### config.mk
export PLATFORM = sky130hd
export DESIGN_NAME = stmt_stream_arbiter
export DESIGN_NICKNAME = d
export VERILOG_FILES = /design/src/rtl/stmt_stream_arbiter.sv
export SDC_FILE = /design/constraint.sdc
export NUM_CORES = 1
export LEC_CHECK = 0
export BUFFER_PORTS_ARGS = -buffer_cell sky130_fd_sc_hd__buf_2
export CAP_MARGIN = 20
export CORE_ASPECT_RATIO = 2
export CORE_MARGIN = 10
export CORE_UTILIZATION = 46
export CTS_CLUSTER_DIAMETER = 30
export CTS_CLUSTER_SIZE = 16
export DETAILED_ROUTE_END_ITERATION = 12
export PLACE_DENSITY = 0.75
export SETUP_SLACK_MARGIN = 0.15
export SYNTH_ARGS = -nofsm -noshare
export SYNTH_HDL_FRONTEND = slang
export SYNTH_SLANG_ARGS = --single-unit
### constraint.sdc
create_clock -name clk -period 2 [get_ports clk]
set_clock_uncertainty 0.2 [all_clocks]
set_input_delay 0.6 -clock clk [delete_from_list [all_inputs] [get_ports clk]]
set_output_delay 0.6 -clock clk [all_outputs]
set_load 0.01 [all_outputs]
### src/rtl/stmt_stream_arbiter.sv
// Round-robin arbiter that lends one declaration checker to N_REQ byte sources, one statement per grant.
// Optional stall abort is enabled by defining STMT_ARB_TIMEOUT_EN.
module stmt_stream_arbiter #(
   parameter int N_REQ   = 2,
   parameter int MAX_LEN = 255,
   parameter int TIMEOUT = 16
) (
   input  logic                 clk,
   input  logic                 reset,
   input  logic [N_REQ-1:0]     src_valid,
   input  logic [8*N_REQ-1:0]   src_data,
   output logic [N_REQ-1:0]     src_ready,
   output logic [7:0]           chk_in,
   output logic                 chk_en,
   output logic                 chk_reset,
   input  logic                 chk_out,
   output logic [N_REQ-1:0]     grant,
   output logic                 busy,
   output logic                 res_valid,
   output logic [1:0]           res_id,
   output logic                 res_ok,
   output logic                 res_err,
   output logic [7:0]           res_len
);

   localparam logic [7:0] SEMI      = 8'h3B;
   localparam logic [7:0] MAX_LEN_B = 8'(MAX_LEN);

   if (N_REQ < 2 || N_REQ > 4 || MAX_LEN < 1 || MAX_LEN > 255 || TIMEOUT < 1) begin : g_param_check
      $error("stmt_stream_arbiter: parameter out of range");
   end

   typedef enum logic [2:0] {IDLE, CLR, STREAM, SAMPLE, DRAIN} state_t;

   state_t            state, state_nxt;
   logic [1:0]        owner, last_grant, win;
   logic              found;
   logic [N_REQ-1:0]  win_hot, own_hot;
   logic              own_valid;
   logic [7:0]        own_byte;
   logic [7:0]        len;
   logic              accept, drain_done, stall_hit;

   // Search order starts just after the previous winner.
   always_comb begin
      found = 1'b0;
      win   = last_grant;
      for (int unsigned k = 1; k <= N_REQ; k++) begin
         for (int unsigned i = 0; i < N_REQ; i++) begin
            if (!found && src_valid[i] && ((32'(last_grant) + k) % N_REQ) == i) begin
               found = 1'b1;
               win   = 2'(i);
            end
         end
      end
      for (int unsigned i = 0; i < N_REQ; i++) begin
         win_hot[i] = (win == 2'(i));
      end
   end

   always_comb begin
      own_valid = 1'b0;
      own_byte  = '0;
      for (int unsigned i = 0; i < N_REQ; i++) begin
         own_hot[i] = (owner == 2'(i));
         if (owner == 2'(i)) begin
            own_valid = src_valid[i];
            own_byte  = src_data[8*i +: 8];
         end
      end
   end

`ifdef STMT_ARB_TIMEOUT_EN
   localparam int unsigned SW = $clog2(TIMEOUT + 1);
   logic [SW-1:0] stall;

   always_ff @(posedge clk) begin
      if (reset || state == CLR || accept) stall <= '0;
      else if (state == STREAM)            stall <= stall + SW'(1);
   end

   assign stall_hit = (state == STREAM) && (stall == SW'(TIMEOUT - 1));
`else
   assign stall_hit = 1'b0;
`endif

   always_ff @(posedge clk) begin
      if (reset) state <= IDLE;
      else       state <= state_nxt;
   end

   always_comb begin
      state_nxt  = state;
      src_ready  = '0;
      chk_en     = 1'b0;
      chk_in     = '0;
      accept     = 1'b0;
      drain_done = 1'b0;
      busy       = (state != IDLE);
      chk_reset  = reset | (state == CLR);
      case (state)
         IDLE:   if (found) state_nxt = CLR;
         CLR:    state_nxt = STREAM;
         STREAM: begin
            src_ready = own_hot;
            if (own_valid) begin
               chk_en = 1'b1;
               chk_in = own_byte;
               accept = 1'b1;
               if (own_byte == SEMI)                 state_nxt = SAMPLE;
               else if (len + 8'd1 == MAX_LEN_B)     state_nxt = DRAIN;
            end else if (stall_hit) begin
               state_nxt = IDLE;
            end
         end
         SAMPLE: state_nxt = IDLE;
         DRAIN: begin
            src_ready = own_hot;
            if (own_valid && own_byte == SEMI) begin
               drain_done = 1'b1;
               state_nxt  = IDLE;
            end
         end
         default: state_nxt = IDLE;
      endcase
   end

   always_ff @(posedge clk) begin
      if (reset) begin
         grant      <= '0;
         owner      <= '0;
         last_grant <= 2'(N_REQ - 1);
         len        <= '0;
         res_valid  <= 1'b0;
         res_id     <= '0;
         res_ok     <= 1'b0;
         res_err    <= 1'b0;
         res_len    <= '0;
      end else begin
         res_valid <= 1'b0;
         case (state)
            IDLE: if (found) begin
               grant      <= win_hot;
               owner      <= win;
               last_grant <= win;
            end
            CLR: len <= '0;
            STREAM: begin
               if (accept) len <= len + 8'd1;
               if (!own_valid && stall_hit) begin
                  res_valid <= 1'b1;
                  res_ok    <= 1'b0;
                  res_err   <= 1'b1;
                  res_id    <= owner;
                  res_len   <= len;
                  grant     <= '0;
               end
            end
            SAMPLE: begin
               res_valid <= 1'b1;
               res_ok    <= chk_out;
               res_err   <= 1'b0;
               res_id    <= owner;
               res_len   <= len;
               grant     <= '0;
            end
            DRAIN: if (drain_done) begin
               res_valid <= 1'b1;
               res_ok    <= 1'b0;
               res_err   <= 1'b1;
               res_id    <= owner;
               res_len   <= MAX_LEN_B;
               grant     <= '0;
            end
            default: ;
         endcase
      end
   end

endmodule
* Yosys cells after proc, flatten, opt, wreduce, memory -nomap -nowiden
Index checks and enable logic that the tools add are counted.
** Storage, ports and cells
- Bits of input ports :: 21
- Register bits :: 30
- Output and inout bits :: 28
- Logic and storage cells :: 94
** Cells by class
- Reduce and logical (&&, ||, !) cells :: 26
- Bitwise operators :: 1
- Multiplexer cells :: 40
- $add $sub $neg :: 3
- Equality and inequality tests :: 14
** Operators with widths (count)
- logical NOT 32 bit :: 2
- two-way mux 8 bit :: 6
- case mux 8 bit (2 select lines) :: 2
- two-way mux 2 bit :: 8
- two-way mux 3 bit :: 5
- two-way mux 1 bit :: 13
- case mux 3 bit (4 select lines) :: 1
- inequality test 2 bit (second input constant) :: 5
- adder 8 x 1 -> 8 bit (second input constant) :: 1
- == test 8 x 6 -> 1 bit (second input constant) :: 1
- == test 8 bit (second input constant) :: 1
- logical AND 1 bit :: 8
- == test 3 x 2 -> 1 bit (second input constant) :: 2
- case mux 1 bit (2 select lines) :: 3
- case mux 2 bit (3 select lines) :: 1
- AND reduction 2 bit :: 3
- nonzero test 3 bit :: 2
- == test 2 x 1 -> 1 bit (second input constant) :: 2
- logical NOT 2 bit :: 2
- case mux 2 bit (2 select lines) :: 1
- AND reduction 4 bit :: 1
- nonzero test 2 bit :: 2
- == test 3 x 1 -> 1 bit (second input constant) :: 1
- == test 3 bit (second input constant) :: 1
- other kinds (7) :: 10

* Logic depth before layout (Yosys ltp)
- Word-level depth :: 19
- Mapped depth :: 7
- Gate-level depth less buffers :: 6

* Worst setup path after synthesis
Ideal clock, no wire load.
- Path kind :: input to output
- Start point :: in reset
- End point :: out chk_reset
- Stages :: 4
- Slack :: -0.172 ns
- Data required time :: 1.200 ns
- Arrival time :: 1.372 ns
- Path buffers :: 2
- Cells stage by stage :: inv_1 clkbuf_1 clkbuf_1 o21ai_0
** Between the ends
- Word-level cells in the longest chain between the ends :: 1
** RTL lines
- start, declared :: RTL line 9 : input logic reset,
- OR 1 bit :: RTL line 100 : chk_reset = reset | (state == CLR);
- end, declared :: RTL line 15 : output logic chk_reset,
Every way passes these cells.

* Worst setup path after layout
- Start point :: reg owner[0]
- End point :: out chk_in[6]
** Between the ends
- Word-level cells in the longest chain between the ends :: 5
- Elaborated cells on any way between the ends :: 8
- Those cells by class :: eq/ne (1); mux (6); reduce/logical (1)
** RTL lines
- start, declared :: RTL line 36 : logic [1:0] owner, last_grant, win;
- start signal, assigned :: RTL line 144 : owner <= win;
- logical NOT 2 bit :: RTL line 66 : if (owner == 2'(i)) begin
- two-way mux 8 bit or two-way mux 1 bit (tied branches) (2 in series) :: RTL line 66
- two-way mux 8 bit (*) :: RTL line 106 : if (own_valid) begin
- two-way mux 8 bit (*) :: RTL line 101 : case (state)
- end, declared :: RTL line 13 : output logic [7:0] chk_in,
Mark *: on every way between the ends. The rest lies on a longest branch, timed or not.

==> metrics.md <==
| Metric | Value |
|---|---|
| Rows | 30 |
| Combinational share of power | 31.2% |
| Vias | 1,878 |
| Fin worst setup slack | -0.2200 ns |
| CTS H-Tree Depth | 2 |
| Post-Syn Instances | 190 |
| Vias per cell | 6.219 |
| Io pins | 49 |
| Final Max Tran Viols | 0 |
| Failing checks | negative setup slack |
| Latest clock arrival within the worst-skew pair | 0.29 ns |
| TritonCTS clock tree | built |
| Worst path cell trace | mux2i_4 > nor2_4 > nand2_8 > nor2_2 > buf_2 |
| Drc violations | 0 |
| CP Capture Type | output pin |
| YS warnings | 0 |
| Most common cell after layout, fill and taps aside | buf_2 |
| Routed wire length | 6.235 mm |
| Util after Layout | 79.19% |
| Grt total ovfl | 0 |
| Worst vdd ir | 0.0004299 V |
| Layout area overhead | 68.08% |
| # setup viols final | 11 |
| Clock Tree Root | clkbuf_8 |
| Family with the most delay on the worst path | simple AND/OR/NAND/NOR gates |
| PD cells | 677.4 nW/um^2 |
| Net count after synthesis | 213 |
| Num CTS Buffers | 5 |
| Number of antenna violations at the first check in global routing | 0 |
| Nets@finish | 293 |
| Flop and latch count out of synthesis | 29 |
| Initial Utilization | 47.11% |
| First-pass GRT wire length | 9.142 mm |
| Filler instances | 205 |
| Multi-input logic area | 1236 sq um |
| Fmax achieved | 450.5 MHz |
| Relative slew slack | 79.52% |
| CP peak stage delay | 0.35 ns |
| TritonRoute pass-1 iters | 5 |
| Kind of start point of the critical path | register |
| GP Congestion | 0.8716 |
| Routed wire per std cell | 20.65 um |
| CP Max Fanout | 10 |
| EDFF count, synth | 0 |
| Lkg Pwr | 1.137 nW |
| Die height | 103.2 um |
| Die ar. | 6355 sq um |
| CP arrival | 1.42 ns |
| Overall Global Routing Usage | 19.14% |
| Number of clock sinks | 29 |
| Longest Clk Path Bufs | 2 |
| Critical path class | register to output pin |
| ANT nets after route | 0 |
| Min cycle time layout | 2.220 ns |
| Status | finished, violations left |
| Core box area | 3378 sq um |
| Clock-pin slew on the worst setup and hold paths | 0.06 ns |
| Net Sw Frac | 31.04% |
| Sequential area share after synthesis | 36.48% |
| Die width | 61.59 um |
| Cell Area, Placed | 2162 sq um |
| Unrepaired setup endpoints after global routing | true |
| Synthesized area | 1592 sq um |
| Seq pwr share | 35.7% |
| Fraction of layout cells with a size suffix above 1 | 56.67% |
| Syn Area/Cell | 8.376 sq um |
| Antenna cell count | 0 |
| Sw power | 0.5625 mW |
| Commonest cells after routing, fill and taps aside | buf_2 (37), buf_4 (31), dfxtp_1 (22) |
| Worst-Margin Slew | 0.2986 ns |
| Top_reg_cell synth | dfxtp_1 |
| Async S/R FF share, synth | 0% |
| Final period utilization | 111.0% |
| Worst hold path type | register to register |
| Max-cap viol count | 0 |
| Area taken by flip-flops and latches | 596.8 sq um |
| # hold bufs at CTS | 0 |
| Slowest cell on the critical path | dfxtp_2 |
| Initial DRC Count | 85 |
| IO Port Bufs | 48 |
| Number of global-route vias before repair | 1,911 |
| Final instance area | 2675 sq um |
| Hold Vio Cnt, Final | 0 |
| Req. time, crit path | 1.20 ns |
| Internal power | 1.250 mW |
| Library cells used by synthesis | 46 |
| Largest net degree at the start of global routing | 20 |
| Clock share of power | 33.1% |
| Hpwl dp | 3.840 mm |
| CP bufs+invs | 1 |
kinds of logic after synthesis:
kind of cell               Yosys count  synth area share, %
AOI/OAI and AO/OA                   47                23.27
xor gates and xnor gates             2                1.101
DFF                                 29                36.48
and+or+nand+nor                     75                24.45
muxes                               11                6.919
buffers and inverters               24                6.210
adders and majority gates            2                1.572
sequential cells by signal, summed over array words and instances, names as in the netlist:
name        count
grant           2
last_grant      1
len             8
owner           2
res_err         1
res_id          2
res_len         8
res_ok          1
res_valid       1
state           3
per-layer routing:
metal  global-route usage (%)  share of wire (%)  wire (um)
met5                        0                  0          0
met4                    9.862                4.7        291
met3                    4.523                5.2        327
met2                    36.30                 57       3577
met1                    17.50                 33       2039
path summary, 6_finish.rpt:
check / slack [ns] / depth (start not counted) / startpoint / end
max reg2reg: 0.07 / 7 / state[0]$_SDFFE_PP0P_ / len[1]$_SDFFE_PP0P_
min: 0.27 / 2 / res_id[0]$_SDFFE_PP0P_ / res_id[0]$_SDFFE_PP0P_
min reg2reg: 0.27 / 2 / res_id[0]$_SDFFE_PP0P_ / res_id[0]$_SDFFE_PP0P_
max: -0.22 / 5 / owner[0]$_SDFFE_PP0P_ / chk_in[6]
worst reg2reg max path, stage by stage (launching register included):
cell,delay [ns]
dfxtp_2,0.34
buf_6,0.15
nand2b_1,0.16
o31ai_1,0.27
nand2b_1,0.13
buf_4,0.17
or3_1,0.30
a21oi_1,0.14
what timing repair did:
| item | 4_1_cts | 5_1_grt |
|---|---|---|
| gates resized for setup | 51 | 19 |
| pin swaps | 11 | 11 |
| cloned | 1 | 0 |
| buffers inserted | 5 | 2 |
| endpoints found under the setup margin | 30 | 32 |
power groups by stage:
stage / clock [mW] / combinational [mW] / sequential, mW
detailed placement: 0 / 0.428 / 0.649
finish: 0.599 / 0.566 / 0.647
global route: 0.619 / 0.604 / 0.650
global placement: 0 / 0.421 / 0.649
CTS: 0.589 / 0.513 / 0.645
floorplan: 0 / 0.245 / 0.651
cells in the mapped netlist, types with 2 or more instances:
cell type	number	area share, %
dfxtp_1	29	36
nand2_1	19	4.5
nor2_1	18	4.2
mux2i_1	11	6.9
inv_1	9	2.1
o21ai_0	9	2.8
a21oi_1	8	2.5
clkbuf_1	8	1.9
o221a_2	8	5.7
and3_1	5	2.0
nand2b_1	5	2.0
nor3_1	5	1.6
a311oi_1	4	2.2
buf_2	4	1.3
nand3_1	4	1.3
nor2b_1	4	1.6
a31oi_1	3	1.2
a41oi_1	2	1.1
and2_1	2	0.79
ha_1	2	1.6
nand4b_1	2	1.1
nor4_1	2	0.79
nor4b_1	2	1.1
o31ai_1	2	0.94
xor2_1	2	1.1
per-stage QoR:
step | hold slack [ns] | TNS, ns | worst slack (ns) | std cells | total power [mW]
floorplan | 0.2823 | 0 | 0.0002404 | 190 | 0.8964
global placement | 0.2502 | -4.622 | -0.2618 | 287 | 1.070
detailed placement | 0.2595 | -4.773 | -0.2598 | 287 | 1.078
CTS | 0.2700 | -1.548 | -0.1785 | 300 | 1.748
global route | 0.2881 | -2.500 | -0.2538 | 302 | 1.873
finish | 0.2680 | -1.865 | -0.2200 | 302 | 1.812
cell type report:
class	count	area share (%)
Clock buffer	5	2.572
Clock inverter	2	1.310
Inverter	10	1.403
Multi-Input combinational cell	137	46.21
Sequential cell	29	22.31
Tap cell	32	1.497
Timing Repair Buffer	87	24.70
Power figures use the tool's default switching activity.
